### config.mk
export PLATFORM = sky130hd
export DESIGN_NAME = rvfi_retire_comparator
export DESIGN_NICKNAME = d
export VERILOG_FILES = /design/src/rtl/rvfi_cmp_pkg.sv /design/src/rtl/rvfi_cmp_fifo.sv /design/src/rtl/rvfi_retire_comparator.sv
export SDC_FILE = /design/constraint.sdc
export NUM_CORES = 1
export LEC_CHECK = 0
export CAP_MARGIN = 20
export CORE_AREA = 2 2 280 282
export DETAILED_ROUTE_END_ITERATION = 16
export DIE_AREA = 0 0 282 284
export PLACE_DENSITY = 0.67
export SLEW_MARGIN = 15
export SYNTH_ARGS = -nofsm -noshare
export SYNTH_HDL_FRONTEND = slang
export SYNTH_SLANG_ARGS = --single-unit
### constraint.sdc
create_clock -name clk_i -period 5.7 [get_ports clk_i]
set_input_delay 1.14 -clock clk_i [delete_from_list [all_inputs] [get_ports clk_i]]
set_output_delay 1.14 -clock clk_i [all_outputs]
set_load 0.005 [all_outputs]
### src/rtl/rvfi_cmp_pkg.sv
// Shared types for the RVFI retirement comparator: the retirement entry,
// field-index constants for the mismatch mask, and the FSM state enum.
package rvfi_cmp_pkg;

  localparam int FLD_ORDER     = 0;
  localparam int FLD_INSN      = 1;
  localparam int FLD_PC_RDATA  = 2;
  localparam int FLD_PC_WDATA  = 3;
  localparam int FLD_RD1_ADDR  = 4;
  localparam int FLD_RD1_WDATA = 5;
  localparam int FLD_TRAP      = 6;
  localparam int FLD_INTR      = 7;
  localparam int NUM_FIELDS    = 8;

  typedef struct packed {
    logic [63:0] order;
    logic [31:0] insn;
    logic [31:0] pc_rdata;
    logic [31:0] pc_wdata;
    logic [4:0]  rd1_addr;
    logic [31:0] rd1_wdata;
    logic        trap;
    logic        intr;
  } retire_entry_t;

  typedef enum logic {
    ST_RUN     = 1'b0,
    ST_STOPPED = 1'b1
  } cmp_state_e;

  // Per-field difference mask; writes to x0 carry no architectural data,
  // so their write data is only compared when both sides target a real register.
  function automatic logic [NUM_FIELDS-1:0] compare_entries(input retire_entry_t dut_e,
                                                            input retire_entry_t ref_e);
    logic [NUM_FIELDS-1:0] diff;
    diff                = '0;
    diff[FLD_ORDER]     = (dut_e.order    != ref_e.order);
    diff[FLD_INSN]      = (dut_e.insn     != ref_e.insn);
    diff[FLD_PC_RDATA]  = (dut_e.pc_rdata != ref_e.pc_rdata);
    diff[FLD_PC_WDATA]  = (dut_e.pc_wdata != ref_e.pc_wdata);
    diff[FLD_RD1_ADDR]  = (dut_e.rd1_addr != ref_e.rd1_addr);
    diff[FLD_RD1_WDATA] = (dut_e.rd1_addr != 5'd0) && (ref_e.rd1_addr != 5'd0) &&
                          (dut_e.rd1_wdata != ref_e.rd1_wdata);
    diff[FLD_TRAP]      = (dut_e.trap     != ref_e.trap);
    diff[FLD_INTR]      = (dut_e.intr     != ref_e.intr);
    return diff;
  endfunction

endpackage

### src/rtl/rvfi_cmp_fifo.sv
// Power-of-two FIFO holding DUT retirements until the reference model catches up.
// Simultaneous push and pop are both honoured, including when full.
module rvfi_cmp_fifo
  import rvfi_cmp_pkg::*;
#(
  parameter int DEPTH = 4
) (
  input  logic                   clk_i,
  input  logic                   rst_ni,
  input  logic                   push_i,
  input  retire_entry_t          wdata_i,
  input  logic                   pop_i,
  output retire_entry_t          rdata_o,
  output logic                   full_o,
  output logic                   empty_o,
  output logic [$clog2(DEPTH):0] count_o
);

  localparam int PTR_W = $clog2(DEPTH);
  localparam int CNT_W = PTR_W + 1;

  retire_entry_t    mem_q [DEPTH];
  logic [PTR_W-1:0] wr_ptr_q, wr_ptr_d;
  logic [PTR_W-1:0] rd_ptr_q, rd_ptr_d;
  logic [CNT_W-1:0] count_q, count_d;
  logic             push_ok;
  logic             pop_ok;

  assign full_o  = (count_q == CNT_W'(DEPTH));
  assign empty_o = (count_q == '0);
  assign count_o = count_q;
  assign rdata_o = mem_q[rd_ptr_q];

  // A full FIFO still takes a push when the head leaves in the same cycle.
  assign pop_ok  = pop_i && !empty_o;
  assign push_ok = push_i && (!full_o || pop_ok);

  // NOTE: every signal assigned here gets a default first, so no path leaves it
  // unassigned and no latch is inferred.
  always_comb begin
    wr_ptr_d = wr_ptr_q;
    rd_ptr_d = rd_ptr_q;
    count_d  = count_q;
    if (push_ok) wr_ptr_d = wr_ptr_q + PTR_W'(1);
    if (pop_ok)  rd_ptr_d = rd_ptr_q + PTR_W'(1);
    case ({push_ok, pop_ok})
      2'b10:   count_d = count_q + CNT_W'(1);
      2'b01:   count_d = count_q - CNT_W'(1);
      default: count_d = count_q;
    endcase
  end

  // NOTE: state flops use non-blocking assignments so every flop samples the
  // pre-edge value of its inputs regardless of process ordering.
  always_ff @(posedge clk_i or negedge rst_ni) begin
    if (!rst_ni) begin
      wr_ptr_q <= '0;
      rd_ptr_q <= '0;
      count_q  <= '0;
    end else begin
      wr_ptr_q <= wr_ptr_d;
      rd_ptr_q <= rd_ptr_d;
      count_q  <= count_d;
    end
  end

  // NOTE: storage is deliberately not reset; the count gates every read, so
  // stale contents are never observed and the array maps onto plain RAM.
  always_ff @(posedge clk_i) begin
    if (push_ok) mem_q[wr_ptr_q] <= wdata_i;
  end

endmodule

### src/rtl/rvfi_retire_comparator.sv
// Compares DUT retirements against a reference model in order, reporting
// per-field mismatches, pass/fail counts and sticky health flags.
module rvfi_retire_comparator
  import rvfi_cmp_pkg::*;
#(
  parameter int DEPTH            = 4,
  parameter int TIMEOUT          = 16,
  parameter bit STOP_ON_MISMATCH = 1'b1
) (
  input  logic        clk_i,
  input  logic        rst_ni,
  input  logic        dut_valid_i,
  input  logic [63:0] dut_order_i,
  input  logic [31:0] dut_insn_i,
  input  logic [31:0] dut_pc_rdata_i,
  input  logic [31:0] dut_pc_wdata_i,
  input  logic [4:0]  dut_rd1_addr_i,
  input  logic [31:0] dut_rd1_wdata_i,
  input  logic        dut_trap_i,
  input  logic        dut_intr_i,
  input  logic        ref_valid_i,
  input  logic [63:0] ref_order_i,
  input  logic [31:0] ref_insn_i,
  input  logic [31:0] ref_pc_rdata_i,
  input  logic [31:0] ref_pc_wdata_i,
  input  logic [4:0]  ref_rd1_addr_i,
  input  logic [31:0] ref_rd1_wdata_i,
  input  logic        ref_trap_i,
  input  logic        ref_intr_i,
  output logic        mismatch_o,
  output logic [7:0]  mismatch_fields_o,
  output logic [31:0] match_cnt_o,
  output logic [15:0] mismatch_cnt_o,
  output logic        overflow_o,
  output logic        underflow_o,
  output logic        timeout_o,
  output logic        stopped_o
);

  localparam int CNT_W = $clog2(DEPTH) + 1;
  localparam int TMR_W = $clog2(TIMEOUT + 1);

  retire_entry_t    dut_entry;
  retire_entry_t    ref_entry;
  retire_entry_t    fifo_head;
  logic             fifo_full;
  logic             fifo_empty;
  logic [CNT_W-1:0] fifo_cnt;
  logic             push_en;
  logic             pop_en;
  logic [NUM_FIELDS-1:0] cmp_diff;

  cmp_state_e            state_q, state_d;
  logic                  mismatch_q, mismatch_d;
  logic [NUM_FIELDS-1:0] fields_q, fields_d;
  logic [31:0]           match_cnt_q, match_cnt_d;
  logic [15:0]           mismatch_cnt_q, mismatch_cnt_d;
  logic                  overflow_q, overflow_d;
  logic                  underflow_q, underflow_d;
  logic                  timeout_q, timeout_d;
  logic [TMR_W-1:0]      tmr_q, tmr_d;

  assign dut_entry = '{order: dut_order_i, insn: dut_insn_i, pc_rdata: dut_pc_rdata_i,
                       pc_wdata: dut_pc_wdata_i, rd1_addr: dut_rd1_addr_i,
                       rd1_wdata: dut_rd1_wdata_i, trap: dut_trap_i, intr: dut_intr_i};
  assign ref_entry = '{order: ref_order_i, insn: ref_insn_i, pc_rdata: ref_pc_rdata_i,
                       pc_wdata: ref_pc_wdata_i, rd1_addr: ref_rd1_addr_i,
                       rd1_wdata: ref_rd1_wdata_i, trap: ref_trap_i, intr: ref_intr_i};

  rvfi_cmp_fifo #(
    .DEPTH (DEPTH)
  ) u_fifo (
    .clk_i   (clk_i),
    .rst_ni  (rst_ni),
    .push_i  (push_en),
    .wdata_i (dut_entry),
    .pop_i   (pop_en),
    .rdata_o (fifo_head),
    .full_o  (fifo_full),
    .empty_o (fifo_empty),
    .count_o (fifo_cnt)
  );

  assign cmp_diff = compare_entries(fifo_head, ref_entry);

  always_comb begin
    state_d        = state_q;
    mismatch_d     = 1'b0;
    fields_d       = fields_q;
    match_cnt_d    = match_cnt_q;
    mismatch_cnt_d = mismatch_cnt_q;
    overflow_d     = overflow_q;
    underflow_d    = underflow_q;
    timeout_d      = timeout_q;
    tmr_d          = tmr_q;
    push_en        = 1'b0;
    pop_en         = 1'b0;

    // STOPPED freezes everything; only reset leaves it.
    if (state_q == ST_RUN) begin
      push_en = dut_valid_i;
      pop_en  = ref_valid_i && !fifo_empty;

      if (ref_valid_i && fifo_empty)              underflow_d = 1'b1;
      if (dut_valid_i && fifo_full && !pop_en)    overflow_d  = 1'b1;

      if (pop_en) begin
        if (|cmp_diff) begin
          mismatch_d = 1'b1;
          fields_d   = cmp_diff;
          if (mismatch_cnt_q != 16'hFFFF) mismatch_cnt_d = mismatch_cnt_q + 16'd1;
          if (STOP_ON_MISMATCH) state_d = ST_STOPPED;
        end else begin
          match_cnt_d = match_cnt_q + 32'd1;
        end
      end

      // Measures how long the head has waited for its reference retirement.
      if (pop_en || fifo_cnt == '0) begin
        tmr_d = '0;
      end else if (tmr_q != TMR_W'(TIMEOUT)) begin
        tmr_d = tmr_q + TMR_W'(1);
      end
      if (tmr_d == TMR_W'(TIMEOUT)) timeout_d = 1'b1;
    end
  end

  always_ff @(posedge clk_i or negedge rst_ni) begin
    if (!rst_ni) begin
      state_q        <= ST_RUN;
      mismatch_q     <= 1'b0;
      fields_q       <= '0;
      match_cnt_q    <= '0;
      mismatch_cnt_q <= '0;
      overflow_q     <= 1'b0;
      underflow_q    <= 1'b0;
      timeout_q      <= 1'b0;
      tmr_q          <= '0;
    end else begin
      state_q        <= state_d;
      mismatch_q     <= mismatch_d;
      fields_q       <= fields_d;
      match_cnt_q    <= match_cnt_d;
      mismatch_cnt_q <= mismatch_cnt_d;
      overflow_q     <= overflow_d;
      underflow_q    <= underflow_d;
      timeout_q      <= timeout_d;
      tmr_q          <= tmr_d;
    end
  end

  assign mismatch_o        = mismatch_q;
  assign mismatch_fields_o = fields_q;
  assign match_cnt_o       = match_cnt_q;
  assign mismatch_cnt_o    = mismatch_cnt_q;
  assign overflow_o        = overflow_q;
  assign underflow_o       = underflow_q;
  assign timeout_o         = timeout_q;
  assign stopped_o         = (state_q == ST_STOPPED);

endmodule

==> reports/metrics.yaml, run 1 <==
floorplanning:
  ios: 463
  fp.dieArea_mm2: 0.08009
  start_util: 0.4463
  rows: 102
  dieHeight_um: 284
  core_area_mm2: 0.07696
  dieWidth_um: 282
job:
  maxCapViolCount: 0
pwr:
  swShare: 0.1990
  p_total_mw: 13.07
  p_switching_mw: 2.600
  comb_power_share: 0.035
  ir_drop_v: 0.0002511
  p_per_area_mw_per_mm2: 300.3
  internal_power_mw: 10.47
  pwr-share-clk: 0.432
  cellLeakagePower_nw: 13.78
  seqPwrFrac: 0.533
synth:
  syn-mean-instance-area_um2: 20.91
  syn_nets: 2054
  synthFlopType: "edfxtp_1"
  synth_edf_count: 796
  ys_top_cells_by_count: "796 x edfxtp_1, 235 x xnor2_1, 199 x mux4_2, 73 x dfrtp_1, 64 x nand4_1"
  synth_cell_types: 43
  synth_largest_area_cell: "edfxtp_1"
  ys_ff_latch: 869
  synth_top_area_share: 0.6959
  ys_async_sr_fraction: 0.08400
  ys_warn_count: 0
  syn_inst: 1643
  yosysMostFrequentCell: "edfxtp_1"
  syn-cell-area_mm2: 0.03435
  ys_seq_area_frac: 0.7491
  synth.area.top_cells: "edfxtp_1 70%, mux4_2 13%, xnor2_1 6.0%"
drt:
  dr_wl_met3_um: 5918
  drc: 0
  drt_iter0_drc: 1158
  met1Wirelength_um: 31510
  wl_per_cell_um: 24.52
  dr.pass1.iters: 5
  dr.max_layer_used: "met5"
  avgViaCountPerCell: 5.288
  drt.antenna.violating_nets: 0
  totalWireLength_um: 81400
  wl_met2_um: 41550
  via_count: 17550
clock_tree:
  path_clk_slew_ps: 60
  clock_latency_ps: 660
  cts-resized-gates: 0
  cts_tree: "built"
  htree_levels: 3
  hold_buffers: 0
  cts_buffers: 92
  clkSinkCount: 869
  cts_root_buffer: "clkbuf_16"
  post_cts_buffers: 0
  clock_path_buffers: 3
layout:
  area_delta_synth_final_pct: 26.67
  final_cell_area_mm2: 0.04351
  layout-drive-gt1-share: 0.1717
  final_nets: 2596
timing:
  rsz0062_at_grt: "no"
  worst_pin_slew_ps: 986.9
  tns_ps: 0
  fin_crit_sh: 0.8387
  maxSlewHeadroom: 0.3421
  fmax_ghz: 0.2092
  holdWs_ps: 488.8
  hold_viol_final: 0
  worst_slack_ps: 919.5
  final_max_slew_viol_count: 0
  period_needed_ps: 4781
  skew_ps: 37.87
  setup_viol: 0
global_routing:
  grt-ovfl-total: 0
  antenna_found_initial: 42
  first_global_vias: 18880
  grt_pass1_wl_um: 119600
  grt_usage: 0.2048
  grt_max_degree: 74
critical_path:
  start_kind: "flip-flop"
  end_kind: "flip-flop"
  crit_required_ps: 6270
  critPathKind: "flip-flop to flip-flop"
  arrival_ps: 5350
  crit_fanout: 30
placed_design:
  port_buffers: 462
  place.gp.congestion: 0.7814
  place_area_mm2: 0.04057
  dp_slack_ps: 818.1
  dpl.hpwl_um: 55300
outcome:
  status: "completed"
worst_hold_path:
  hp-class: "flip-flop to flip-flop"
## cell usage in the layout, fill, tap and decap left out, types with 3 or more instances in the layout
| cell | n |
|---|---|
| clkinvlp_4 | 3 |
| xor2_1 | 16 |
| nor4_1 | 15 |
| nand3_1 | 26 |
| nor3b_1 | 5 |
| clkinv_2 | 15 |
| nor3_1 | 8 |
| diode_2 | 19 |
| clkinv_8 | 4 |
| nor2_1 | 19 |
| mux4_2 | 199 |
| inv_1 | 9 |
| clkbuf_1 | 22 |
| and3_1 | 26 |
| nand2_1 | 25 |
| mux2_2 | 9 |
| and2_4 | 4 |
| dfrtp_1 | 71 |
| buf_4 | 23 |
| edfxtp_1 | 796 |
| clkbuf_8 | 3 |
| ha_1 | 8 |
| o21ai_0 | 14 |
| bufinv_16 | 4 |
| clkinv_16 | 3 |
| clkbuf_16 | 92 |
| and2_1 | 5 |
| buf_12 | 20 |
| xnor2_1 | 235 |
| a21oi_1 | 5 |
| nand4_1 | 64 |
| clkinv_1 | 22 |
| clkdlybuf4s50_1 | 461 |
## per-stage QoR
stage,instances,util
4_1_cts,3300,0.5648
3_3_place_gp,3131,0.5272
5_1_grt,3318,0.5653
2_1_floorplan,1643,-
6_report,3319,0.5654
3_5_place_dp,3131,0.5272
## final timing paths
check                                         from                  to  slack, ps  cells past startpoint
worst max-delay path            u_fifo.rd_ptr_q[0]     match_cnt_o[23]        920                     11
worst min-delay path               match_cnt_o[31]     match_cnt_o[31]        490                      1
worst max register to register  u_fifo.rd_ptr_q[0]     match_cnt_o[23]        920                     11
worst min register to register     match_cnt_o[31]     match_cnt_o[31]        490                      1
max in group asynchronous                   rst_ni  u_fifo.rd_ptr_q[0]       4320                      1
min in group asynchronous                   rst_ni            tmr_q[4]        650                      1
## flip-flops by register name, summed over array words and instances, names as in the netlist, 2 cells and up
signal	flops
u_fifo.rd_ptr_q	2
mismatch_fields_o	8
u_fifo.count_o	3
u_fifo.wr_ptr_q	2
match_cnt_o	32
tmr_q	5
mismatch_cnt_o	16
u_fifo.mem_q	796
## power by group through the flow
| stage | clock network (mW) | logic, mW | registers (mW) |
|---|---|---|---|
| detailed placement | 0 | 0.460 | 7.09 |
| CTS | 5.78 | 0.463 | 6.96 |
| floorplan | 0 | 0.0788 | 7.09 |
| finish | 5.65 | 0.460 | 6.96 |
| global route | 6.05 | 0.494 | 6.96 |
| global placement | 0 | 0.444 | 7.09 |
## area by class of cell
cell class | count | area (µm²)
clock inverters | 52 | 464.2
fillers | 5781 | 33450
diodes | 19 | 47.55
repair buffers | 504 | 5187
multi-input cells | 709 | 8312
flip-flops and latches | 869 | 25740
inverters | 9 | 33.78
clock buffers | 117 | 2426
well taps | 1040 | 1301
## cell families after synthesis
group / synth area share
AO/OA/AOI/OAI: 0.005391
buffers and inverters: 0.009835
adder cells (fa/ha/maj): 0.003497
AND/OR/NAND/NOR: 0.03431
XOR/XNOR: 0.06400
multiplexers: 0.1339
flip-flops: 0.7491
## routing by layer
layer,up-vias,track usage
li1,7801,-
met1,9036,0.2526
met2,515,0.3375
met3,156,0.06167
met4,44,0.08285
met5,-,0
## critical path: stages, from the launching register on
cell and delay (ps):
dfrtp_4 570, buf_12 250, buf_4 400, mux4_2 630
xnor2_1 180, nand4_1 380, nor4_1 780, a21oi_1 320
nor4_2 360, buf_4 380, and4_1 260, xor2_1 150
No activity file was read; power rests on OpenSTA's default activity.
==> run 2: changes to the inputs <==
--- a/config.mk
+++ b/config.mk
@@ -9,7 +9,7 @@
 export CORE_AREA = 2 2 280 282
 export DETAILED_ROUTE_END_ITERATION = 16
 export DIE_AREA = 0 0 282 284
-export PLACE_DENSITY = 0.67
+export PLACE_DENSITY = 0.64
 export SLEW_MARGIN = 15
 export SYNTH_ARGS = -nofsm -noshare
 export SYNTH_HDL_FRONTEND = slang
==> constraint.sdc (replaced) <==
create_clock -name clk_i -period 4.93 [get_ports clk_i]
set_input_delay 0.986 -clock clk_i [delete_from_list [all_inputs] [get_ports clk_i]]
set_output_delay 0.986 -clock clk_i [all_outputs]
set_load 0.005 [all_outputs]
==> reports/metrics.yaml, run 2 (synthesis results as in run 1) <==
floorplanning:
  dieWidth_um: 282
  rows: 102
  dieHeight_um: 284
  fp.dieArea_mm2: 0.08009
  start_util: 0.4463
  ios: 463
  core_area_mm2: 0.07696
layout:
  final_cell_area_mm2: 0.04377
  final_nets: 2609
  area.sequential_mm2: 0.02574
  regMostFlops: "u_fifo.mem_q"
  multi_input_area_mm2: 0.008312
  final_util: 0.5688
  fillerInstances: 5843
  final_common_cell: "edfxtp_1"
  layout-drive-gt1-share: 0.1812
  area_delta_synth_final_pct: 27.44
  largest_register_ffs: 796
  final_cell_mix: "796 x edfxtp_1, 461 x clkdlybuf4s50_1, 235 x xnor2_1"
  fin_cells: 3334
timing:
  fin_crit_sh: 0.9157
  final_max_slew_viol_count: 0
  holdWs_ps: 492.8
  worst_pin_slew_ps: 925.1
  setup_viol: 0
  rsz0062_at_grt: "no"
  fmax_ghz: 0.2215
  period_needed_ps: 4515
  tns_ps: 0
  hold_viol_final: 0
  skew_ps: 28.53
  maxSlewHeadroom: 0.3833
  worst_slack_ps: 415.4
critical_path:
  max_stage_delay_ps: 790
  cp_cell_sequence: "buf_12, buf_4, mux4_2, xnor2_1, nand4_1, nor4_1, a21oi_1, nor4_2, buf_12, mux2_2"
  worst_path_max_delay_cell: "nor4_1"
  path_common_cell: "buf_12"
  end_kind: "flip-flop"
  crit_required_ps: 5460
  crit_fanout: 30
  arrival_ps: 5040
  critPathKind: "flip-flop to flip-flop"
  worstRegToRegCells: 10
  r2r-start: "u_fifo.rd_ptr_q[0]"
  start_kind: "flip-flop"
  setup.worst_path.start: "u_fifo.rd_ptr_q[0]"
clock_tree:
  post_cts_buffers: 0
  clkSinkCount: 869
  clock_path_buffers: 3
  clock_latency_ps: 650
  path_clk_slew_ps: 60
  cts_tree: "built"
  cts_root_buffer: "clkbuf_16"
  hold_buffers: 0
  cts-resized-gates: 0
  cts_buffers: 91
  htree_levels: 3
global_routing:
  antenna_found_initial: 40
  grt-ovfl-total: 0
  grt_use_met1: 0.2668
  grt.busiest_layer: "met2"
  grt_use_met2: 0.3350
  first_global_vias: 18680
  grt_usage: 0.2044
  grt_max_degree: 74
  gr-usage-met3: 0.04899
  grt_pass1_wl_um: 118900
drt:
  totalWireLength_um: 81760
  drc: 0
  drt_iter0_drc: 1131
  via_count: 17670
  drt.antenna.violating_nets: 0
  dr.pass1.iters: 5
  avgViaCountPerCell: 5.301
  wl_per_cell_um: 24.52
pwr:
  comb_power_share: 0.035
  cellLeakagePower_nw: 13.93
  swShare: 0.1953
  p_per_area_mw_per_mm2: 351.9
  p_switching_mw: 3.008
  p_total_mw: 15.40
  seqPwrFrac: 0.522
  internal_power_mw: 12.40
  pwr-share-clk: 0.443
  ir_drop_v: 0.0003111
worst_hold_path:
  hp-class: "primary input to async pin"
placed_design:
  dp_slack_ps: 312.9
  port_buffers: 462
  place.gp.congestion: 0.7868
  dp.cells: 3145
  dpl.hpwl_um: 56000
  place_area_mm2: 0.04071
outcome:
  status: "completed"
job:
  maxCapViolCount: 0
-- run 2: layout make-up --
cell class | count | area share
flip-flops and latches | 869 | 0.5879
multi-input cells | 709 | 0.1899
inverters | 9 | 0.0007717
repair buffers | 518 | 0.1218
clock inverters | 54 | 0.01378
diodes | 20 | 0.001143
well taps | 1040 | 0.02973
clock buffers | 115 | 0.05499
-- run 2: critical path: cells and delay by family, from the launching register on --
family / cells / cell delay, ps
DFF: 1 / 660
muxes: 2 / 880
AOI/OAI and AO/OA: 1 / 350
and+or+nand+nor: 3 / 1530
xor gates and xnor gates: 1 / 170
buffers and inverters: 3 / 790
-- run 2: power groups by stage --
| stage | combinational (mW) | clock [mW] | sequential (mW) |
|---|---|---|---|
| 2_1_floorplan | 0.0911 | 0 | 8.20 |
| 3_3_place_gp | 0.520 | 0 | 8.20 |
| 3_5_place_dp | 0.536 | 0 | 8.20 |
| 4_1_cts | 0.539 | 6.98 | 8.04 |
| 5_1_grt | 0.574 | 7.28 | 8.04 |
| 6_report | 0.534 | 6.82 | 8.05 |
-- run 2: worst paths after layout --
kind | to | slack [ps]
hold / removal | mismatch_cnt_o[11] | 490
max in group asynchronous | u_fifo.rd_ptr_q[0] | 3730
setup / recovery | match_cnt_o[1] | 420
hold reg to reg | match_cnt_o[24] | 490
min in group clk_i | match_cnt_o[24] | 490
setup reg to reg | match_cnt_o[1] | 420
-- run 2: metal layers --
metal | wire (µm) | share of wire
met5 | 231 | 0.0028
met4 | 2184 | 0.027
met3 | 5001 | 0.061
met2 | 41160 | 0.50
met1 | 33180 | 0.41
